### src/rtl/sum_accumulator_if.sv
// Purpose: groups the sample-in and result-out handshakes of sum_accumulator
//   into one bundle.
// Signals:
//   clear         - synchronous block abort (producer side)
//   data_in       - unsigned sample
//   data_valid    - data_in holds a sample
//   data_ready    - accumulator can take a sample this cycle
//   result        - registered block total
//   result_valid  - result holds a complete block
//   result_ready  - consumer takes the result this cycle
//   overflow_flag - sticky carry-out seen in the current block
//   count         - samples accepted in the current block
// Handshake: a transfer happens on a rising clk edge where both valid and
//   ready are 1. Valid never depends on ready, and the accumulator's ready
//   and valid outputs come straight from registers.
interface sum_accumulator_if #(
   parameter int BIT_WIDTH = 8
);
   logic                 clear;
   logic [BIT_WIDTH-1:0] data_in;
   logic                 data_valid;
   logic                 data_ready;
   logic [BIT_WIDTH-1:0] result;
   logic                 result_valid;
   logic                 result_ready;
   logic                 overflow_flag;
   logic [7:0]           count;

   modport master (
      output clear, data_in, data_valid, result_ready,
      input  data_ready, result, result_valid, overflow_flag, count
   );

   modport slave (
      input  clear, data_in, data_valid, result_ready,
      output data_ready, result, result_valid, overflow_flag, count
   );
endinterface

### src/rtl/sum_accumulator.sv
// Purpose: accumulates NUM_SAMPLES unsigned samples into a running total
//   (modulo 2^BIT_WIDTH) using one adder_nbit, then holds the total and a
//   sticky overflow flag until the consumer takes it.
// Ports:
//   clk       - system clock, rising edge
//   n_rst     - asynchronous active-low reset
//   bus       - sum_accumulator_if.slave (sample in, result out, clear)
//   dbg_state - current FSM state (0 = ACCUM, 1 = HOLD)

// Plain ripple adder: {overflow, sum} = a + b + carry_in.
module adder_nbit #(
   parameter int BIT_WIDTH = 8
) (
   input  logic [BIT_WIDTH-1:0] a,
   input  logic [BIT_WIDTH-1:0] b,
   input  logic                 carry_in,
   output logic [BIT_WIDTH-1:0] sum,
   output logic                 overflow
);
   assign {overflow, sum} = {1'b0, a} + {1'b0, b} + {{BIT_WIDTH{1'b0}}, carry_in};
endmodule

module sum_accumulator #(
   parameter int BIT_WIDTH   = 8,
   parameter int NUM_SAMPLES = 4
) (
   input  logic                    clk,
   input  logic                    n_rst,
   sum_accumulator_if.slave        bus,
   output logic                    dbg_state
);
   typedef enum logic {
      ACCUM = 1'b0,
      HOLD  = 1'b1
   } state_t;

   localparam logic [7:0] LAST_IDX = 8'(NUM_SAMPLES - 1);

   state_t               state_q, state_d;
   logic [BIT_WIDTH-1:0] acc_q, acc_d;
   logic [7:0]           count_q, count_d;
   logic                 ovf_q, ovf_d;

   logic [BIT_WIDTH-1:0] add_sum;
   logic                 add_carry;

   adder_nbit #(.BIT_WIDTH(BIT_WIDTH)) u_adder (
      .a        (acc_q),
      .b        (bus.data_in),
      .carry_in (1'b0),
      .sum      (add_sum),
      .overflow (add_carry)
   );

   always_ff @(posedge clk or negedge n_rst) begin
      if (!n_rst) begin
         state_q <= ACCUM;
         acc_q   <= '0;
         count_q <= '0;
         ovf_q   <= 1'b0;
      end else begin
         state_q <= state_d;
         acc_q   <= acc_d;
         count_q <= count_d;
         ovf_q   <= ovf_d;
      end
   end

   always_comb begin
      state_d = state_q;
      acc_d   = acc_q;
      count_d = count_q;
      ovf_d   = ovf_q;
      // clear wins over any accept or result handshake in the same cycle
      if (bus.clear) begin
         state_d = ACCUM;
         acc_d   = '0;
         count_d = '0;
         ovf_d   = 1'b0;
      end else begin
         case (state_q)
            ACCUM: begin
               if (bus.data_valid) begin
                  acc_d   = add_sum;
                  ovf_d   = ovf_q | add_carry;
                  count_d = count_q + 8'd1;
                  if (count_q == LAST_IDX) state_d = HOLD;
               end
            end
            HOLD: begin
               if (bus.result_ready) begin
                  state_d = ACCUM;
                  acc_d   = '0;
                  count_d = '0;
                  ovf_d   = 1'b0;
               end
            end
            default: state_d = ACCUM;
         endcase
      end
   end

   assign bus.data_ready    = (state_q == ACCUM);
   assign bus.result_valid  = (state_q == HOLD);
   assign bus.result        = acc_q;
   assign bus.overflow_flag = ovf_q;
   assign bus.count         = count_q;
   assign dbg_state         = state_q;

`ifndef SYNTHESIS
   a_inputs_known: assert property (@(posedge clk) disable iff (!n_rst)
      !$isunknown(bus.data_in) && !$isunknown(bus.clear))
      else $error("data_in or clear is X/Z");

   a_hold_stable: assert property (@(posedge clk) disable iff (!n_rst)
      (state_q == HOLD && !bus.result_ready && !bus.clear) |=> $stable(acc_q))
      else $error("result changed while held");

   a_count_range: assert property (@(posedge clk) disable iff (!n_rst)
      count_q <= 8'(NUM_SAMPLES))
      else $error("count exceeded NUM_SAMPLES");
`endif
endmodule
### src/flat_wrapper.sv
// flat-port wrapper written by rule: the top's interface ports become plain ports
module sum_accumulator_flat 
#(
   parameter int BIT_WIDTH   = 8,
   parameter int NUM_SAMPLES = 4
)
  (clk, n_rst, dbg_state, bus_clear, bus_data_in, bus_data_valid, bus_result_ready, bus_data_ready, bus_result, bus_result_valid, bus_overflow_flag, bus_count);
  sum_accumulator_if #(.BIT_WIDTH(BIT_WIDTH)) bus_i ();
  input  logic clk;
  input  logic n_rst;
  output logic dbg_state;
  input wire logic [$bits(bus_i.clear)-1:0] bus_clear;
  input wire logic [$bits(bus_i.data_in)-1:0] bus_data_in;
  input wire logic [$bits(bus_i.data_valid)-1:0] bus_data_valid;
  input wire logic [$bits(bus_i.result_ready)-1:0] bus_result_ready;
  output wire logic [$bits(bus_i.data_ready)-1:0] bus_data_ready;
  output wire logic [$bits(bus_i.result)-1:0] bus_result;
  output wire logic [$bits(bus_i.result_valid)-1:0] bus_result_valid;
  output wire logic [$bits(bus_i.overflow_flag)-1:0] bus_overflow_flag;
  output wire logic [$bits(bus_i.count)-1:0] bus_count;
  assign bus_i.clear = bus_clear;
  assign bus_i.data_in = bus_data_in;
  assign bus_i.data_valid = bus_data_valid;
  assign bus_i.result_ready = bus_result_ready;
  assign bus_data_ready = bus_i.data_ready;
  assign bus_result = bus_i.result;
  assign bus_result_valid = bus_i.result_valid;
  assign bus_overflow_flag = bus_i.overflow_flag;
  assign bus_count = bus_i.count;
  sum_accumulator #(.BIT_WIDTH(BIT_WIDTH), .NUM_SAMPLES(NUM_SAMPLES)) u_core (.clk(clk), .n_rst(n_rst), .bus(bus_i), .dbg_state(dbg_state));
endmodule
### config.mk
export PLATFORM = sky130hd
export DESIGN_NAME = sum_accumulator_flat
export DESIGN_NICKNAME = d
export VERILOG_FILES = /design/src/rtl/sum_accumulator_if.sv /design/src/rtl/sum_accumulator.sv /design/src/flat_wrapper.sv
export SDC_FILE = /design/constraint.sdc
export NUM_CORES = 1
export LEC_CHECK = 0
export CORE_AREA = 4 4 54 56
export CTS_BUF_LIST = sky130_fd_sc_hd__clkbuf_8
export CTS_CLUSTER_SIZE = 16
export DETAILED_ROUTE_END_ITERATION = 12
export DIE_AREA = 0 0 58 60
export PLACE_DENSITY = 0.82
export SYNTH_ARGS = -nofsm -noshare
export SYNTH_HDL_FRONTEND = slang
export SYNTH_SLANG_ARGS = --single-unit
### constraint.sdc
create_clock -name clk -period 2.5 [get_ports clk]
set_input_delay 0.75 -clock clk [delete_from_list [all_inputs] [get_ports clk]]
set_output_delay 0.75 -clock clk [all_outputs]
set_load 0.01 [all_outputs]
==> flow_summary_export.csv, run 1 <==
group,metric,value,unit
synth,syn_area,1170,sq um
sta,slew_headroom,69.9,%
global_route,antenna_found_initial,0,
synth,yosysMostFrequentCell,"dfrtp_1",
sta,fmax,0.410,GHz
sta,grt_setup_unrepaired,"false",
die,die_w,58,um
clocking,cts_resized,0,
worst_setup_path,slowest_delay,410,ps
clocking,post_cts.repair.setup_buffers,0,
power_and_ir_drop,power_density,518,nW/um^2
sta,finClkSkew,4.46,ps
global_route,grt_max_degree,19,
power_and_ir_drop,power_leakage,0.669,nW
placed_design,place_hpwl,2.24,mm
finish,drive_gt1_share,12.3,%
clocking,cts_tree,"yes",
finish,syn_to_final_growth,36.1,%
sta,fin_crit_sh,97.6,%
synth,synth_cell_type_count,40,
finish,fillerInstances,205,
die,fp.dieH,60,um
sta,final_hold_viol_count,0,
detailed_routing,post_drt_via_cell_ratio,5.78,
detailed_routing,drt_wl_total,2.85,mm
detailed_routing,firstDrtPassIters,4,
power_and_ir_drop,power_frac_comb,34.2,%
detailed_routing,drt-initial-drc-count,19,
clocking,clockBufferDepth,2,
worst_setup_path,cp-start-kind,"primary input",
detailed_routing,vias,1064,
run,max_cap_viol_count,0,
detailed_routing,ant_nets,0,
synth,synth_top_area_cell,"dfrtp_1",
die,fp-row-count,18,
power_and_ir_drop,p_switching,251,uW
synth,synth_ff_type,"dfrtp_1",
worst_setup_path,cp-end-kind,"register",
die,pin_count,33,
die,core,2430,sq um
worst_setup_path,crit_type,"primary input to register",
placed_design,dpl_cell_area,1550,sq um
worst_setup_path,path_max_fanout,2,
worst_setup_path,crit_slowest_cell,"fa_1",
clocking,clk_latency,250,ps
synth,ys_warn_count,0,
detailed_routing,drc,0,
worst_setup_path,critPathArrivalTime,2580,ps
finish,n_antenna_cell,0,
power_and_ir_drop,finalPower,825,uW
synth,synth_nets,139,
global_route,grt_pass1_vias,1081,
die,start_util,48.1,%
sta,min_period,2440,ps
worst_setup_path,r2r_slack,540,ps
sta,slew_violations,0,
global_route,grt_pass1_wl,4.79,mm
clocking,ctsHoldBuffers,0,
finish,fin_area,1590,sq um
synth,ys_ff_latch,18,
worst_setup_path,worstPathCellList,"clkdlybuf4s50_1 > ha_1 > fa_1 > a21o_1 > a221o_1 > a21oi_1 > o21ai_1",
sta,worstMarginPinSlew,452,ps
sta,setup_tns,0,ps
clocking,path_clk_slew,70,ps
worst_setup_path,cp.required,2640,ps
power_and_ir_drop,p_clk_share,24.4,%
power_and_ir_drop,switching_share,30.5,%
power_and_ir_drop,pwr-share-seq,41.3,%
worst_setup_path,path_buf_inv,1,
synth,ys_seq_area_share,38.5,%
synth,postSynthAreaPerCell,10.1,sq um
die,fp.dieArea,3480,sq um
worst_setup_path,path_delay_family,"compound AO/OA/AOI/OAI gates",
synth,synthTopCellsByCount,"dfrtp_1 (18), nand2_1 (13), a21oi_1 (9), ha_1 (9)",
synth,synthArstFlopShare,100,%
finish,final_util,65.5,%
clocking,cts-root-buf,"clkbuf_8",
sta,whs,527,ps
hold_path,hold_path.class,"register to register",
global_route,track_usage,18.2,%
power_and_ir_drop,ir_drop,0.000342,V
power_and_ir_drop,p_int,574,uW
clocking,cts_max_level,1,
placed_design,io_buffers,32,
clocking,cts_buffers,3,
sta,setup_viol,0,
synth,synth_top_area_share,38.5,%
synth,synth-edff-count,0,
global_route,overflow,0,
synth,netlist_instances,116,
synth,netlist_top_cells_area,"dfrtp_1 (39%), ha_1 (9.6%), xnor2_1 (5.2%)",
finish,nNetsFinal,179,
run_status,status,"finished, final reports clean",
detailed_routing,wl_per_cell,15.5,um
placed_design,gp_congestion,0.865,
clocking,clock_sinks,18,
sequential cells by signal, indices dropped and copies added (netlist names):
name and count:
u_core.bus.result_valid 1, u_core.bus.overflow_flag 1, u_core.bus.result 8, u_core.bus.count 8
worst paths after layout:
kind                                       from  depth (start not counted)                  endpoint
max in group asynchronous                 n_rst                          2      u_core.bus.result[5]
min                        u_core.bus.result[7]                          2      u_core.bus.result[7]
min reg2reg                u_core.bus.result[7]                          2      u_core.bus.result[7]
min in group asynchronous                 n_rst                          2   u_core.bus.result_valid
max reg2reg                u_core.bus.result[0]                          6  u_core.bus.overflow_flag
max                              bus_data_in[0]                          7  u_core.bus.overflow_flag
per-layer routing:
layer	part of all wire [%]	vias up	GRT usage [%]	wire length (um)
li1	-	509	-	-
met1	42	489	21.7	1180
met2	50	53	31.6	1440
met3	5.5	13	2.81	157
met4	2.5	0	9.27	70
met5	0	-	0	0
kinds of logic after synthesis:
group | Yosys count | share of synthesized area [%]
AO/OA/AOI/OAI | 38 | 23.7
AND/OR/NAND/NOR | 36 | 17.3
flip-flops | 18 | 38.5
adder cells (fa/ha/maj) | 10 | 11.3
XOR/XNOR | 8 | 5.99
buffers and inverters | 6 | 3.10
worst register-to-register path: cells and delay by family, from the launching register on:
kind,cells,cell delay (ps)
DFF,1,400
adders and majority gates,2,650
AOI/OAI and AO/OA,4,800
stage by stage:
| stage | setup slack, ps | std cells |
|---|---|---|
| after floorplan | 319 | 116 |
| after global placement | -152 | 181 |
| after detailed placement | -196 | 181 |
| after CTS | 72.4 | 184 |
| after global routing | 14.0 | 184 |
| final | 58.8 | 184 |
cells in the final DEF, fill, tap and decap left out, types with 2 or more instances in the layout:
master           Yosys  routed
nor4_1               2       2
clkbuf_8             0       3
dfrtp_1             18      18
nand3_1              2       2
ha_1                 9       9
nand2_1             13      13
a21oi_1              9       9
buf_4                1       7
nand4_1              2       2
o31ai_1              2       2
clkdlybuf4s50_1      0      32
inv_1                2       2
xnor2_1              7       7
o21ai_1              7       7
nor2_1               7       7
a22o_1               3       3
o21ai_0              2       2
nand3_2              2       2
a21oi_2              2       2
a21o_1               3       3
final cells by class:
type	count	area [sq um]	area share, %
clock buffers	3	41.3	2.59
inverters	2	7.51	0.471
multi-input cells	92	683	42.9
flip-flops and latches	18	450	28.3
well taps	30	37.5	2.36
repair buffers	39	373	23.4
power groups by stage:
stage | sequential [mW] | combinational [mW] | clock, mW
detailed placement | 0.346 | 0.283 | 0
CTS | 0.341 | 0.284 | 0.205
global route | 0.346 | 0.308 | 0.220
global placement | 0.345 | 0.269 | 0
floorplan | 0.352 | 0.144 | 0
finish | 0.341 | 0.282 | 0.201
No activity file was read; power rests on OpenSTA's default activity.
==> run 2, diff against run 1 <==
--- a/config.mk
+++ b/config.mk
@@ -5,12 +5,13 @@
 export SDC_FILE = /design/constraint.sdc
 export NUM_CORES = 1
 export LEC_CHECK = 0
-export CORE_AREA = 4 4 54 56
+export CORE_AREA = 4 4 50 61
 export CTS_BUF_LIST = sky130_fd_sc_hd__clkbuf_8
 export CTS_CLUSTER_SIZE = 16
 export DETAILED_ROUTE_END_ITERATION = 12
-export DIE_AREA = 0 0 58 60
-export PLACE_DENSITY = 0.82
+export DIE_AREA = 0 0 54 65
+export MAX_ROUTING_LAYER = met4
+export PLACE_DENSITY = 0.81
 export SYNTH_ARGS = -nofsm -noshare
 export SYNTH_HDL_FRONTEND = slang
 export SYNTH_SLANG_ARGS = --single-unit
==> constraint.sdc (replaced) <==
create_clock -name clk -period 2.36 [get_ports clk]
set_input_delay 0.708 -clock clk [delete_from_list [all_inputs] [get_ports clk]]
set_output_delay 0.708 -clock clk [all_outputs]
set_load 0.01 [all_outputs]
==> run 2 against run 1 <==
Total power increased by 12%. Clock skew grew 1.8 ps. Setup slack gained 27 ps. Final cell count increased by 4.9%. Worst hold slack gained 2.6 ps. Cell area up 4.6%. Non-clock buffer count increased by 5. Sequential power increased by 6.2%. Register-to-register slack worse by 70 ps. Utilization rose by 1.7 points. Largest power group unchanged. Highest routed layer unchanged.
==> flow_summary_export.csv, run 2 (synthesis gave the netlist of run 1 again) <==
group,metric,value,unit
worst_setup_path,r2r-end,"u_core.bus.overflow_flag",
finish,nNetsFinal,184,
finish,final_common_cell,"clkdlybuf4s50_1",
global_route,grt_pass1_vias,1126,
sta,worstMarginPinSlew,485,ps
global_route,track_usage,19.0,%
sta,fmax,0.440,GHz
global_route,antenna_found_initial,0,
clocking,cts_buffers,3,
sta,min_period,2270,ps
hold_path,hp-start,"u_core.bus.result[2]",
worst_setup_path,r2r_slack,470,ps
sta,fin_crit_sh,96.4,%
run_status,status,"finished, final reports clean",
clocking,path_clk_slew,70,ps
finish,n_antenna_cell,0,
placed_design,place_hpwl,2.22,mm
hold_path,hold_depth,2,
clocking,clockBufferDepth,2,
clocking,cts_tree,"yes",
worst_setup_path,rr_startpoint,"u_core.bus.result[0]",
global_route,overflow,0,
finish,layout_common_cells,"clkdlybuf4s50_1 (31), dfrtp_1 (18), nand2_1 (13)",
hold_path,holdPathEnd,"u_core.bus.result[2]",
sta,final_hold_viol_count,0,
detailed_routing,drc,0,
sta,whs,530,ps
clocking,clk_latency,260,ps
global_route,grt_pass1_wl,4.84,mm
die,start_util,47.2,%
die,die_w,54,um
placed_design,io_buffers,32,
power_and_ir_drop,power_leakage,0.707,nW
clocking,cts-root-buf,"clkbuf_8",
worst_setup_path,cp-end-kind,"register",
hold_path,hold_path.class,"register to register",
worst_setup_path,path_max_fanout,3,
detailed_routing,drt_wl_total,2.81,mm
detailed_routing,firstDrtPassIters,4,
die,fp.dieH,65,um
detailed_routing,ant_nets,0,
worst_setup_path,cp.required,2510,ps
detailed_routing,vias,1079,
clocking,clock_sinks,18,
finish,fin_area,1670,sq um
run,max_cap_viol_count,0,
placed_design,dpl_cell_area,1590,sq um
finish,syn_to_final_growth,42.4,%
detailed_routing,wl_per_cell,14.5,um
worst_setup_path,crit_type,"primary input to register",
placed_design,gp_congestion,0.808,
sta,slew_headroom,67.7,%
power_and_ir_drop,finalPower,927,uW
worst_setup_path,cp-start-kind,"primary input",
worst_setup_path,critPathArrivalTime,2420,ps
global_route,grt_max_degree,19,
detailed_routing,post_drt_via_cell_ratio,5.59,
sta,setup_viol,0,
die,fp.dieArea,3510,sq um
die,pin_count,33,
worst_setup_path,r2r_cells,6,
detailed_routing,drt-initial-drc-count,23,
sta,finClkSkew,6.27,ps
sta,grt_setup_unrepaired,"false",
sta,slew_violations,0,
power_and_ir_drop,power_density,557,nW/um^2
die,core,2480,sq um
die,fp-row-count,20,
finish,drive_gt1_share,16.9,%
power_and_ir_drop,ir_drop,0.000359,V
clocking,cts_max_level,1,
==> run 2: worst max path at each step <==
stage,start,to,slack [ps],cells after the start
after floorplan,bus_data_in[0],u_core.bus.overflow_flag,220,6
after global placement,bus_data_in[0],u_core.bus.overflow_flag,-260,7
after detailed placement,bus_data_in[0],u_core.bus.result[6],-330,7
after CTS,bus_data_in[0],u_core.bus.result[6],10,7
after global routing,bus_data_in[2],u_core.bus.result[6],10,7
final,bus_data_in[2],u_core.bus.overflow_flag,90,7
==> run 2: stage by stage <==
stage | util (%) | TNS (ps) | std cells | worst slack [ps]
after global placement | 64.0 | -716 | 188 | -261
final | 67.2 | 0 | 193 | 85.7
after CTS | 66.3 | 0 | 192 | 12.5
after global routing | 67.2 | 0 | 193 | 12.7
after detailed placement | 64.0 | -984 | 188 | -328
after floorplan | - | 0 | 116 | 221
==> run 2: cell type report <==
cell class	instances	area, sq um
fill	191	812
sequential	18	450
multi-input combinational	92	698
timing repair buffer	44	413
clock buffer	4	55.1
inverter	2	7.51
tap	33	41.3
==> run 2: worst max-delay path, stage by stage <==
cell	delay, ps
clkdlybuf4s50_1	420
ha_1	330
buf_4	160
a21o_1	190
a221o_1	370
a21oi_1	160
o21ai_1	90
==> run 2: report_power, final <==
part	switching, mW	internal, mW
sequential	0.0277	0.334
clock	0.109	0.149
combinational	0.139	0.169
==> run 2: routing by layer <==
| metal | track usage, % | part of all wire, % |
|---|---|---|
| met5 | - | 0 |
| met1 | 22.1 | 43 |
| met3 | 2.07 | 5.0 |
| met2 | 32.3 | 50 |
| met4 | 7.79 | 1.9 |
==> run 2: what timing repair did <==
action	in CTS	in global routing
gates resized for setup	1	3
setup buffers	0	1
pin swaps	1	4
hold buffers	0	0
cloned	0	0
endpoints found under the setup margin	2	2
